==> config.mk <==
export PLATFORM = sky130hd
export DESIGN_NAME = key_debounce_pulse
export DESIGN_NICKNAME = d
export VERILOG_FILES = /design/src/rtl/lab07_pkg.sv /design/src/rtl/sync2.sv /design/src/rtl/key_debounce_pulse.sv
export SDC_FILE = /design/constraint.sdc
export NUM_CORES = 1
export LEC_CHECK = 0
export ABC_CLOCK_PERIOD_IN_PS = 4800
export CAP_MARGIN = 20
export CORE_MARGIN = 1
export CORE_UTILIZATION = 54
export DETAILED_ROUTE_END_ITERATION = 10
export PLACE_DENSITY = 0.77
export SETUP_SLACK_MARGIN = 0.4
export SLEW_MARGIN = 20
export SYNTH_ARGS = -nofsm -noshare
export SYNTH_HDL_FRONTEND = slang
export SYNTH_HIERARCHICAL = 1
export SYNTH_SLANG_ARGS = --single-unit
==> constraint.sdc <==
create_clock -name clk -period 4.8 [get_ports clk]
set_clock_uncertainty 0.05 [all_clocks]
set_input_delay 1.2 -clock clk [delete_from_list [all_inputs] [get_ports clk]]
set_output_delay 1.2 -clock clk [all_outputs]
set_load 0.02 [all_outputs]
==> src/rtl/lab07_pkg.sv <==
// rtl/lab07_pkg.sv - shared types and constants for the lab-07 key front end
package lab07_pkg;

  typedef enum logic [1:0] {
    UP      = 2'd0,
    WAIT_DN = 2'd1,
    DOWN    = 2'd2,
    WAIT_UP = 2'd3
  } state_t;

  // 10 ms of stability at the 50 MHz board clock
  localparam int DEBOUNCE_CYCLES_DEF = 500000;

  // push-button rests high (released)
  localparam logic KEY_IDLE = 1'b1;

endpackage

==> src/rtl/sync2.sv <==
// rtl/sync2.sv - two-flop synchronizer with asynchronous reset to a chosen idle level
module sync2 #(
  parameter logic IDLE = 1'b0
) (
  input  logic clk,
  input  logic rst,
  input  logic d,
  output logic q
);

  logic s1;

  always_ff @(posedge clk or posedge rst) begin
    if (rst) begin
      s1 <= IDLE;
      q  <= IDLE;
    end else begin
      s1 <= d;
      q  <= s1;
    end
  end

endmodule

==> src/rtl/key_debounce_pulse.sv <==
// rtl/key_debounce_pulse.sv - debounced key, press/release strobes, synced J/K, press counter
// Optional press auto-repeat while held: define AUTO_REPEAT_EN.
module key_debounce_pulse
  import lab07_pkg::*;
#(
  parameter int DEBOUNCE_CYCLES = DEBOUNCE_CYCLES_DEF,
  parameter int CNT_W           = 20,
  parameter int REPEAT_DELAY    = 25000000,
  parameter int REPEAT_PERIOD   = 5000000
) (
  input  logic       clk,
  input  logic       rst,
  input  logic       key_n,
  input  logic       sw_j,
  input  logic       sw_k,
  output logic       key_db,
  output logic       pressed,
  output logic       press_pulse,
  output logic       release_pulse,
  output logic       j_sync,
  output logic       k_sync,
  output logic [7:0] press_cnt
);

  localparam logic [CNT_W-1:0] CNT_LAST = CNT_W'(DEBOUNCE_CYCLES - 1);

  logic             key_s;
  state_t           state, state_nxt;
  logic [CNT_W-1:0] cnt, cnt_nxt;
  logic             commit_dn, commit_up;
  logic             rpt_fire;

  sync2 #(.IDLE(KEY_IDLE)) u_sync_key (.clk(clk), .rst(rst), .d(key_n), .q(key_s));
  sync2 #(.IDLE(1'b0))     u_sync_j   (.clk(clk), .rst(rst), .d(sw_j),  .q(j_sync));
  sync2 #(.IDLE(1'b0))     u_sync_k   (.clk(clk), .rst(rst), .d(sw_k),  .q(k_sync));

  always_ff @(posedge clk or posedge rst) begin
    if (rst) begin
      state <= UP;
      cnt   <= '0;
    end else begin
      state <= state_nxt;
      cnt   <= cnt_nxt;
    end
  end

  // any opposite-level sample in a WAIT state rejects the edge as bounce
  always_comb begin
    state_nxt = state;
    cnt_nxt   = cnt;
    commit_dn = 1'b0;
    commit_up = 1'b0;
    case (state)
      UP: begin
        if (!key_s) begin
          state_nxt = WAIT_DN;
          cnt_nxt   = '0;
        end
      end
      WAIT_DN: begin
        if (key_s) begin
          state_nxt = UP;
          cnt_nxt   = '0;
        end else if (cnt == CNT_LAST) begin
          state_nxt = DOWN;
          cnt_nxt   = '0;
          commit_dn = 1'b1;
        end else begin
          cnt_nxt = cnt + 1'b1;
        end
      end
      DOWN: begin
        if (key_s) begin
          state_nxt = WAIT_UP;
          cnt_nxt   = '0;
        end
      end
      WAIT_UP: begin
        if (!key_s) begin
          state_nxt = DOWN;
          cnt_nxt   = '0;
        end else if (cnt == CNT_LAST) begin
          state_nxt = UP;
          cnt_nxt   = '0;
          commit_up = 1'b1;
        end else begin
          cnt_nxt = cnt + 1'b1;
        end
      end
      default: begin
        state_nxt = UP;
        cnt_nxt   = '0;
      end
    endcase
  end

`ifdef AUTO_REPEAT_EN
  localparam logic [31:0] RPT_FIRST = 32'(REPEAT_DELAY - 1);
  localparam logic [31:0] RPT_NEXT  = 32'(REPEAT_PERIOD - 1);

  logic [31:0] rpt_cnt;
  logic        rpt_first;
  logic        in_down;

  assign in_down  = (state == DOWN) && (state_nxt == DOWN);
  assign rpt_fire = in_down && (rpt_cnt == (rpt_first ? RPT_FIRST : RPT_NEXT));

  // first strobe waits the long delay, later ones the shorter period
  always_ff @(posedge clk or posedge rst) begin
    if (rst) begin
      rpt_cnt   <= '0;
      rpt_first <= 1'b1;
    end else if (!in_down) begin
      rpt_cnt   <= '0;
      rpt_first <= 1'b1;
    end else if (rpt_fire) begin
      rpt_cnt   <= '0;
      rpt_first <= 1'b0;
    end else begin
      rpt_cnt <= rpt_cnt + 32'd1;
    end
  end
`else
  logic unused_rpt;
  assign unused_rpt = ^{REPEAT_DELAY, REPEAT_PERIOD};
  assign rpt_fire   = 1'b0;
`endif

  always_ff @(posedge clk or posedge rst) begin
    if (rst) begin
      key_db        <= KEY_IDLE;
      pressed       <= 1'b0;
      press_pulse   <= 1'b0;
      release_pulse <= 1'b0;
      press_cnt     <= '0;
    end else begin
      press_pulse   <= commit_dn | rpt_fire;
      release_pulse <= commit_up;
      if (commit_dn) begin
        key_db  <= 1'b0;
        pressed <= 1'b1;
      end else if (commit_up) begin
        key_db  <= 1'b1;
        pressed <= 1'b0;
      end
      if (commit_dn || rpt_fire)
        press_cnt <= press_cnt + 8'd1;
    end
  end

endmodule

Word-level counts from Yosys, hierarchy flattened:

Index checks and enable logic that the tools add are counted.

* bits in registers: 40
* bits of input ports: 5
* output and inout port bits: 14
* logic and storage cells: 49

* add/sub/neg operators: 2
* equality and inequality tests: 8
* mux-type cells: 22
* reduce and logical (&&, ||, !) cells: 4

Operators by type and width (number)
* $mux W20: 5
* $pmux W20 S4: 1
* $add A20 B1 Y20 const B: 1
* $eq A20 B19 Y1 const B: 1
* $mux W2: 6
* $mux W1: 9
* $add A8 B1 Y8 const B: 1
* $pmux W2 S4: 1
* $eq A2 B2 Y1 const B: 2
* $reduce_and A4 Y1: 1
* $ne A3 B2 Y1 const B: 1
* $ne A3 B3 Y1 const B: 1
* $eq A2 B1 Y1 const B: 1
* $logic_not A2 Y1: 1
* $ne A2 B1 Y1 const B: 1
* $ne A2 B2 Y1 const B: 1
* $reduce_and A2 Y1: 1
* $reduce_bool A2 Y1: 1

Depth between registers and ports, before layout:

* depth after elaboration: 6
* gate-level depth with buffers: 7
* depth with buffers taken out: 6

By module:

Netlist, hierarchy kept.

By module, submodules not included
* key_debounce_pulse: instances 1, cells an instance 178, area each 1741.7 um^2, sequential area each 852.1 um^2
* sync2 at u_sync_j ...: instances 2, cells an instance 3, area each 53.8 um^2, sequential area each 50.0 um^2
* sync2 at u_sync_key: instances 1, cells an instance 3, area each 56.3 um^2, sequential area each 52.6 um^2

Worst setup path after synthesis:

Ideal clock, no wire load.

* path kind: register -> register
* from: register cnt[6]
* to: register press_cnt[1]
* library setup time: 125 ps
* arrival time: 1915 ps
* required time: 4625 ps
* path slack: 2710 ps
* stages on the path, launching flop included: 6
* path buffers: 0
* clock period less this slack: 2090 ps
* cells stage by stage: dfrtp_1 -> or4b_4 -> nor4_4 -> nand4b_4 -> nor2_2 -> mux2_2

* word-level cells in the longest chain between the ends: 4

RTL lines
* start: declaration: line key_debounce_pulse.sv:29 `logic [CNT_W-1:0] cnt, cnt_nxt;`
* start signal: assignment: line key_debounce_pulse.sv:43 `cnt <= cnt_nxt;`
* $eq A20 B19 Y1: line key_debounce_pulse.sv:64 `end else if (cnt == CNT_LAST) begin`
* $mux W1: line key_debounce_pulse.sv:64
* $mux W1: line key_debounce_pulse.sv:61 `if (key_s) begin`
* $mux W1: line key_debounce_pulse.sv:53 `case (state)`
* named net commit_dn: line key_debounce_pulse.sv:30 `logic commit_dn, commit_up;`
* end signal: assignment: line key_debounce_pulse.sv:147 `press_cnt <= press_cnt + 8'd1;`
* end: declaration: line key_debounce_pulse.sv:22 `output logic [7:0] press_cnt`

The timed path passes the listed nets, and every way through them passes these cells.
A chain may end at the register's enable or synchronous reset.

Worst setup path after layout:

* from: register key_db
* to: output key_db

RTL lines
* start: declaration: line key_debounce_pulse.sv:16 `output logic key_db,`
* start signal: assignment: line key_debounce_pulse.sv:131 `key_db <= KEY_IDLE;`
* start signal: assignment: line key_debounce_pulse.sv:140 `key_db <= 1'b0;`
* start signal: assignment: line key_debounce_pulse.sv:143 `key_db <= 1'b1;`

No word-level cell between the ends.

==> results by group <==
Clocking
  • H-Tree Depth: 2
  • Root Driver: clkbuf_4
  • Clock Path Buffers: 2
  • CTS Buf Count: 5
  • Setup Buffers After CTS: 0
  • Clock-pin slew on the worst setup and hold paths: ~130 ps
  • Clock Latency Late Sink: 360 ps
  • PostCTS Resize Cnt: 0
  • CTS tree: done
  • Clock Sinks: 40
  • CTS Hold Bufs: 0

Global route
  • Antenna violations before repair: 0
  • Grt peak-use layer: met2
  • GR Overflow Total: 0
  • Met1 Track Usage GR: 27.85%
  • M2 GR Usage: about 41%
  • Met3 Use GR: 5.042%
  • Total GRT Usage: about a quarter
  • Largest net degree at the start of global routing: 35
  • Vias in the first global route: 1466
  • First-pass GRT wire length: 6375 µm

Timing
  • Minimum clock period: 2765 ps
  • Worst slew margin: 46.85%
  • Worst-Margin Slew: 797.3 ps
  • Final setup TNS: 0 ps
  • RSZ-0062 raised after global routing: no
  • Final Hold Vio Count: 0
  • Fin crit share: a little under three fifths
  • Max Clk Rate: ~360 MHz
  • Slew Limit Fails: 0
  • Setup violators final: 0
  • Min Hold Slack: 310.7 ps

Setup path
  • Worst Setup End Kind: primary output
  • WP data arrival: 1510 ps
  • Critical setup path kind: reg -> out
  • Req. time, crit path: 3550 ps
  • Flop2flop setup slack: 2320 ps
  • Crit Path Max Fanout: 3
  • FF-to-FF path depth: 6
  • R2R Path End: cnt[18]$_DFFE_PP0P_
  • CP max-delay cell: clkdlybuf4s50_1
  • Worst path cell trace: clkdlybuf4s50_1
  • Crit path largest cell delay: 590 ps
  • Critical Path Start Type: flip-flop
  • Buffers & Inverters on Critical Path: 1
  • CP top delay family: buffers and inverters

Routing
  • Total wire length: ~3900 µm
  • Via count: 1498
  • WL/cell: 15.45 µm
  • Antenna-violating nets left: 0
  • Initial DRC Count: 69
  • DRC: 0
  • DR vias/cell: between 5 and 6
  • 1st-pass router iterations: 4

Floorplan
  • Die area: 3771 µm²
  • Chip Height: 61.41 µm
  • Num rows: 21
  • Initial Util: 56.66%
  • I/O pin count: 19
  • Die width: between 60 and 70 µm
  • Core area: 3363 µm²

Hold path
  • Hold path depth: 0
  • Hold Startpoint: u_sync_j/s1$_DFF_PP0_
  • Min-delay worst type: reg -> reg
  • Min-Delay Endpoint: u_sync_j/q$_DFF_PP0_

Logic synthesis
  • Gate Count Post-Synth: between 150 and 200
  • Synth warn: 6
  • FF+latch count, synth: 40
  • Avg Inst Size Synth: 10.19 µm²
  • Synth top area share: 48.59%
  • Post-synth top area cell: dfrtp_1
  • Syn_nets: 194
  • Netlist Area Pre-Place: between 1500 and 2000 µm²
  • Netlist cell types: 39
  • Sequential share of the synthesized area: 52.72%
  • Largest cells by area after synthesis: dfrtp_1, dfstp_2, xor2_1

Pwr
  • Combinational share of power: 23.0%
  • Power Density: 360.6 nW/µm²
  • Flop pwr share: roughly half
  • Switching part of the total: 34.27%
  • VDD IR max: 0.2647 mV
  • Leakage power: 0.0009578 µW
  • Net switching power of the design: about 270 µW
  • Internal power: about 520 µW
  • Clock power share: between 20% and 30%

Final layout
  • Fill cell count: 284
  • Final core occ: 65.74%
  • Syn-to-layout area delta: 16.02%
  • Ant. Diodes: 0
  • # nets final: ~210
  • Share of layout cells above drive strength 1: 12.02%
  • Non-filler instance count after layout: 254

Placement
  • Placed Cells: 246
  • RD Place Congestion: 0.8557
  • HPWL after detailed placement: 2706 µm
  • Port Buffers: 18

Flow run
  • Max-Cap Viols: 0

Run status
  • Status: complete, no violations
==> routing by layer <==
| metal | vias up | share of wire, % |
|---|---|---|
| met3 | 14 | 3.4 |
| met4 | 0 | 2.9 |
| met5 | - | 0 |
| met1 | 730 | 44 |
| li1 | 717 | - |
| met2 | 37 | 50 |
==> worst max path at each step <==
stage	endpoint	start	slack [ps]	depth (start not counted)
after CTS	key_db	key_db$_DFFE_PP1P_	2020	1
after global routing	key_db	key_db$_DFFE_PP1P_	1970	1
after global placement	key_db	key_db$_DFFE_PP1P_	2440	1
final	key_db	key_db$_DFFE_PP1P_	2040	1
after detailed placement	cnt[18]$_DFFE_PP0P_	flip-flop	2410	6
after floorplan	press_cnt[1]$_DFFE_PP0P_	cnt[6]$_DFFE_PP0P_	2710	5
==> registers in the layout (all words and copies together) (netlist names), named ones only <==
register / count
cnt: 20
press_cnt: 8
key_db: 1
press_pulse: 1
pressed: 1
release_pulse: 1
state: 1
u_sync_j/q: 1
u_sync_j/s1: 1
u_sync_k/q: 1
u_sync_k/s1: 1
u_sync_key/q: 1
u_sync_key/s1: 1
==> power groups by stage <==
stage	clock network, µW	logic [µW]	registers, µW
4_1_cts	227	181	394
6_report	219	184	394
5_1_grt	240	203	399
3_5_place_dp	0	179	401
3_3_place_gp	0	174	399
2_1_floorplan	0	157	377
==> placed cells by master, fill, tap and decap left out, drive strengths merged, types with 5 or more instances in the layout <==
cell	instances
nor4	5
nand2	20
nand3	8
nor3	7
nor2	8
a21oi	13
xor2	9
clkbuf	5
o21ai	10
dfrtp	37
a31oi	10
nand4	11
inv	9
clkdlybuf4s50	18
==> through the flow <==
stage	power, µW	cell area, µm²	worst slack, ps
2_1_floorplan	534.3	1906	2710
3_3_place_gp	573.5	2131	2437
3_5_place_dp	579.3	2131	2414
4_1_cts	802.9	2211	2018
5_1_grt	841.6	2211	1975
6_report	797.3	2211	2035
==> final cells by class <==
| type | count | area (µm²) | share of cell area [%] |
|---|---|---|---|
| clock inverters | 3 | 42.54 | 1.924 |
| multi-input cells | 130 | 835.8 | 37.80 |
| inverters | 10 | 37.54 | 1.698 |
| flip-flops and latches | 40 | 1005 | 45.44 |
| repair buffers | 20 | 195.2 | 8.829 |
| well taps | 46 | 57.56 | 2.603 |
| clock buffers | 5 | 37.54 | 1.698 |
==> cells in the mapped netlist <==
cell type and instances:
xnor2_1 3, a21o_1 3, inv_1 9, nor2b_1 1, o21a_1 1, nor2_2 2, a31oi_1 10, nand2b_1 1
nor3_1 7, or4_1 1, o22ai_1 2, a22o_1 2, buf_2 1, nor4_2 3, and3_1 2, mux2_2 1
ha_1 2, o21ai_0 10, or4b_2 1, or3_1 1, nor4_4 1, nand4_1 11, clkbuf_1 6, clkinv_1 1
nand3_1 8, nand2_1 20, a21oi_1 13, and4_1 1, dfstp_2 3, nand4b_4 1, or4b_4 1, a41oi_1 2
or2_2 1, o22a_1 1, o21ba_2 1, nor2_1 6, xor2_1 9, dfrtp_1 37, nor4_1 1
==> cells by family (layout without fill, tap and decap cells) <==
logic type,count (synthesis),in the layout,share of synthesized area [%]
simple gates,70,70,22.06
xor+xnor,12,12,5.516
mux,1,1,0.5909
fa+ha+maj,2,2,1.313
buf+inv,17,38,3.414
flops,40,40,52.73
compound gates,45,45,14.38
Note: power is estimated with default switching activity, not from simulation.
